<file path="config.mk">
export PLATFORM = sky130hd
export DESIGN_NAME = inp_loader
export DESIGN_NICKNAME = d
export VERILOG_FILES = /design/src/rtl/cim_pkg.sv /design/src/rtl/inp_loader.sv
export SDC_FILE = /design/constraint.sdc
export NUM_CORES = 1
export LEC_CHECK = 0
export ABC_AREA = 1
export CORE_AREA = 3 3 40 42
export DETAILED_ROUTE_END_ITERATION = 12
export DIE_AREA = 0 0 43 45
export GPL_TIMING_DRIVEN = 0
export PLACE_DENSITY_LB_ADDON = 0.05
export SLEW_MARGIN = 20
export SYNTH_ARGS = -nofsm -noshare
export SYNTH_HDL_FRONTEND = slang
export SYNTH_SLANG_ARGS = --single-unit
</file>
<file path="constraint.sdc">
create_clock -name clk -period 1.15 [get_ports clk]
set_clock_uncertainty 0.2 [all_clocks]
set_input_delay 0.2875 -clock clk [delete_from_list [all_inputs] [get_ports clk]]
set_output_delay 0.2875 -clock clk [all_outputs]
set_load 0.03 [all_outputs]
</file>
<file path="src/rtl/cim_pkg.sv">
// cim_pkg: shared types and constants for the compute-in-memory input path.
// Holds the loader FSM state encoding and the frame-count width.
package cim_pkg;

    typedef enum logic [1:0] {
        LOAD  = 2'd0,
        START = 2'd1,
        WAIT  = 2'd2
    } state_t;

    localparam int FRAME_COUNT_W = 16;

endpackage

</file>
<file path="src/rtl/inp_loader.sv">
// inp_loader: gathers fifo_length elements into the input buffer, then fires one compute-start pulse.
// Optional INP_LOADER_FRAME_COUNT_EN adds a 16-bit count of completed frames.
module inp_loader
    import cim_pkg::*;
#(
    parameter int datatype_size = 8,
    parameter int fifo_length   = 5
) (
    input  logic                     clk,
    input  logic                     rst,
    input  logic                     i_valid,
    output logic                     o_ready,
    input  logic [datatype_size-1:0] i_data,
    output logic                     o_write_enable,
    output logic [datatype_size-1:0] o_data,
    output logic                     o_start,
    input  logic                     i_done,
    output logic                     o_busy
`ifdef INP_LOADER_FRAME_COUNT_EN
    ,
    output logic [FRAME_COUNT_W-1:0] o_frame_count
`endif
);

    localparam int CNT_W = $clog2(fifo_length + 1);

    state_t           state, state_nxt;
    logic [CNT_W-1:0] cnt, cnt_nxt;
    logic             last;

    always_ff @(posedge clk) begin
        if (rst) begin
            state <= LOAD;
            cnt   <= '0;
        end else begin
            state <= state_nxt;
            cnt   <= cnt_nxt;
        end
    end

    always_comb begin
        o_ready        = (state == LOAD);
        o_write_enable = i_valid && o_ready;
        o_data         = i_data;
        o_start        = (state == START);
        o_busy         = (state != LOAD);
        // The final element of a frame both clears the counter and launches START on one edge.
        last           = o_write_enable && (cnt == CNT_W'(fifo_length - 1));
        cnt_nxt        = last ? '0 : o_write_enable ? cnt + 1'b1 : cnt;
        state_nxt      = state;
        case (state)
            LOAD:    state_nxt = last ? START : LOAD;
            START:   state_nxt = WAIT;
            WAIT:    state_nxt = i_done ? LOAD : WAIT;
            default: state_nxt = LOAD;
        endcase
    end

`ifdef INP_LOADER_FRAME_COUNT_EN
    always_ff @(posedge clk) begin
        if (rst)
            o_frame_count <= '0;
        else if (state == WAIT && i_done)
            o_frame_count <= o_frame_count + 1'b1;
    end
`endif

endmodule

</file>
# After elaboration in Yosys (flattened, before gate mapping)
# Index checks and enable logic that the tools add are counted.
# Widths: inputs -> output; s select.
word_totals:
  register_bits: 5
  in_bits: 12
  wordCells: 14
classes:
  addsub: 1
  eq_ne: 3
  n_mux: 3
  n_reduce_logical: 5
ops:
  columns: ["cell", "n"]
  rows:
  - ["$pmux 2 s3", 1]
  - ["$add 3x1->3 const B", 1]
  - ["$eq 3x3->1 const B", 1]
  - ["$eq 2x1->1 const B", 1]
  - ["$eq 2x2->1 const B", 1]
  - ["$logic_and 1x1->1", 2]
  - ["$logic_not 2->1", 1]
  - ["$mux 2", 1]
  - ["$reduce_bool 2->1", 1]
  - ["$reduce_or 2->1", 1]
  - ["$mux 1", 1]

# Longest topological paths before layout
logic_depth:
  word_depth: 5
  depth_mapped: 7
  mapped_depth_nobuf: 7

# Worst setup path after synthesis
# OpenSTA, ideal clock, no wires.
synth_path:
  path_kind: "register to output"
  startpoint: "reg state[0]"
  endpoint: "out o_write_enable"
  t_arrival_ps: 916
  required_time_ps: 662
  path_slack_ps: -253
  stages_incl_launch_ff: 4
  cell_sequence: "dfxtp_1 nor2_4 nand2_2 inv_1"
synth_between:
  elab_chain_cells: 2
synth_rtl:
  columns: ["item", "line_no", "source"]
  rows:
  - ["start: declaration", "inp_loader.sv:27", "state_t state, state_nxt;"]
  - ["start signal: assignment", "inp_loader.sv:36", "state <= state_nxt;"]
  - ["$logic_not 2->1", "inp_loader.sv:42", "o_ready = (state == LOAD);"]
  - ["via o_ready", "inp_loader.sv:12", "output logic o_ready,"]
  - ["$logic_and 1x1->1", "inp_loader.sv:43", "o_write_enable = i_valid && o_ready;"]
  - ["end: declaration", "inp_loader.sv:14", "output logic o_write_enable,"]
# The timed path passes the listed nets, and every way through them passes these cells.

# Worst setup path in the final report
layout_path:
  startpoint: "reg state[1]"
  endpoint: "out o_write_enable"
layout_between:
  elab_chain_cells: 2
layout_rtl:
  columns: ["item", "line_no"]
  rows:
  - ["$logic_not 2->1", "inp_loader.sv:42"]
  - ["$logic_and 1x1->1", "inp_loader.sv:43"]
# Every way passes these cells.

==> impl_summary.txt <==
----------------------------------------------------
[Synthesis]
  Library cell with the largest summed area after synthesis ... sky130_fd_sc_hd__dfxtp_1
  Top-area cell type share of the netlist area ... 0.307
  Area of the mapped netlist ... 327 um2
  Per-instance average area after synthesis ... 6.95 um2
  Syn. warnings ... 0
  Number of distinct standard cells referenced by the synthesized netlist ... 12
  Flop and latch count out of synthesis ... 5
  Gate count after technology mapping ... 47
  Sequential area share after synthesis ... 0.307
  Synth top area cells ... sky130_fd_sc_hd__dfxtp_1, sky130_fd_sc_hd__buf_4, sky130_fd_sc_hd__nand2_1
  Post-Syn Nets ... 61

[CTS]
  Worst skew pair latency ... 0.24 ns
  Clock Pin Slew Worst Setup and Hold Paths ... 0.04 ns
  CTS Hold Buffers Added ... 0
  Maximum root-to-sink buffer count ... 2
  TritonCTS sink count ... 5
  Clock tree from TritonCTS ... yes
  Number of buffers added by the clock tree synthesis step ... 3
  Clk Tree Root Cell ... sky130_fd_sc_hd__clkbuf_4
  H-Tree Level Count ... 1

[Detailed routing]
  Detailed router's first-iteration violation count ... 0
  Via density ... 4.00
  Number of vias in the routed layout ... 344
  Final Routed Wirelength ... 725 um
  DRC errors left ... 0
  First-pass detailed-route iteration total ... 1
  Number of nets with antenna violations after detailed routing ... 0
  Average wire length per cell after detail routing ... 8.43 um

[Timing]
  Post-Route Hold Slack ... 0.318 ns
  Max Fclk ... 670 MHz
  Post-route clock period utilization ... 1.30
  Final WS setup ... -0.343 ns
  RSZ-0062 raised after global routing ... yes
  Hold violation count in the final report ... 0
  Max-slew headroom ... 0.876
  Worst Max-Slew Pin Slew ... 0.186 ns
  Final count of negative-setup-slack endpoints ... 7
  Final slew viol count ... 0
  Clock period minus final worst setup slack ... 1.49 ns

[Worst setup path]
  Arrival time reported for the critical path endpoint ... 1.01 ns
  Worst Path Max Fanout ... 4
  Cell-by-cell trace of the critical path ... nor2_4 -> nand2_2 -> inv_4 -> buf_6
  Launch point of the worst path ... state[1]
  WS Path Type ... flop to output port
  R2r endpoint ... cnt[1]
  Slowest cell delay on critical path ... 0.33 ns
  Setup slack of the most critical reg-to-reg path ... -0.19 ns
  Critical Path End ... o_write_enable
  Cell depth of the worst flop-to-flop path ... 8
  Startpoint types ... flop
  Startpoint of the most critical register-to-register path ... state[1]
  Crit end category ... output port
  WP data required ... 0.66 ns
  Critical-path cell with the highest stage delay ... sky130_fd_sc_hd__dfxtp_2

[Power]
  Power density relative to cell area ... 976 nW/um2
  Peak supply drop ... 0.000683 V
  Lkg Pwr ... 0.294 nW

[Floorplanning]
  Core Region ... 1280 um2
  Number of ports placed on the die boundary ... 24
  Die Footprint ... 1940 um2
  Vertical die dimension ... 45 um
  Num rows ... 13
  Die Width ... 43 um
  Initial Utilization ... 0.254

[Cells and area]
  Multi-input gate area ... 135 um2
  Storage element area ... 105 um2
  Commonest cells after routing, fill and taps aside ... sky130_fd_sc_hd__buf_4, sky130_fd_sc_hd__nand2_1, sky130_fd_sc_hd__buf_2
  Commonest non-fill, non-tap cell in the layout ... sky130_fd_sc_hd__buf_4
  Ant diodes ... 0
  Fill cell total of the finished layout ... 157
  Fin nets ... 86
  Share of layout cells above drive strength 1 ... 0.549
  Signed area change from the synthesized netlist to the final layout ... 62.1%

[Global route]
  Wire length of the first global-routing pass ... 1.16 mm
  Grt ovf ... 0
  Via count of the first global-routing pass ... 320
  Largest net degree at the start of global routing ... 6
  Total global-route track usage ... 0.0833
  Antenna violations before repair ... 0

[Min path]
  Number of cells on the worst hold path ... 4
  Path category of the worst min-delay check ... flop to flop

[Status]
  Violations in the final reports ... setup timing
  Outcome ... complete, but fails checks

[Run]
  Max-cap violations ... 0

[Placed design]
  DP HPWL ... 563 um
  Worst setup timing slack at the placement stage ... -1.01 ns
  Buffers on Ports ... 15
  GP Congestion ... 0.671

----------------------------------------------------
[worst min-delay path by stage]
stage / slack, ns / endpoint / from
3_3_place_gp: 0.33 / cnt[1] / cnt[1]
2_1_floorplan: 0.16 / state[0] / rst
6_report: 0.32 / cnt[1] / cnt[1]
4_1_cts: 0.34 / cnt[1] / cnt[1]
3_5_place_dp: 0.33 / cnt[1] / cnt[1]
5_1_grt: 0.37 / cnt[2] / cnt[2]
[flip-flops by register name, indices dropped and copies added (netlist names)]
signal,flops
cnt,3
state,2
[through the flow]
step	total power (W)	cells	setup TNS [ns]	cell area [um2]	util
after floorplan	0.000275	47	-0.746	330	-
after global placement	0.000326	77	-6.92	499	0.389
after detailed placement	0.000326	77	-6.86	499	0.389
after CTS	0.000527	85	-1.39	533	0.415
after global routing	0.000553	86	-2.03	529	0.412
final	0.000517	86	-1.56	529	0.412
[worst max-delay path: cells and delay by family, from the launching register on]
kind | cells | cell delay, ns
simple gates | 2 | 0.27
buf+inv | 2 | 0.18
flops | 1 | 0.33
[layer usage]
metal / wire (um) / global-route usage / vias up
li1: - / - / 178
met1: 290 / 0.0797 / 145
met2: 303 / 0.141 / 21
met3: 131 / 0.0797 / 0
met4: 0 / 0 / 0
met5: 0 / 0 / -
[logic make-up (layout without fill, tap and decap cells)]
kind of cell,after synthesis,count (layout),synth area share
buffers and inverters,17,41,0.287
AO/OA/AOI/OAI,1,1,0.0153
adder cells (fa/ha/maj),2,2,0.0766
flip-flops,5,5,0.307
AND/OR/NAND/NOR,22,22,0.314
[report_power, final]
group	switching, W	internal (W)
sequential	0.00000619	0.000182
clock	0.0000687	0.000131
combinational	0.0000696	0.0000586
total	0.000145	0.000372
[what timing repair did]
item / CTS / global route
endpoints found under the setup margin: 15 / 10
buffers inserted: 4 / 1
gates resized for setup: 68 / 6
pin swaps: 1 / 2
[synthesized netlist by cell type]
cell type,number
sky130_fd_sc_hd__nand2_1,10
sky130_fd_sc_hd__inv_1,9
sky130_fd_sc_hd__buf_4,8
sky130_fd_sc_hd__dfxtp_1,5
sky130_fd_sc_hd__nor2_1,5
sky130_fd_sc_hd__nand3_1,3
sky130_fd_sc_hd__ha_1,2
sky130_fd_sc_hd__and3_1,1
sky130_fd_sc_hd__nand2_2,1
sky130_fd_sc_hd__nand3b_1,1
sky130_fd_sc_hd__nor2_4,1
sky130_fd_sc_hd__o21ai_0,1
[final cells by class]
cell class | count | area share
Timing Repair Buffer | 20 | 0.279
Multi-Input combinational cell | 25 | 0.255
Sequential cell | 5 | 0.199
Buffer | 8 | 0.113
Inverter | 9 | 0.0686
Clock buffer | 4 | 0.0496
Tap cell | 15 | 0.0355
No activity file was read; power rests on OpenSTA's default activity.
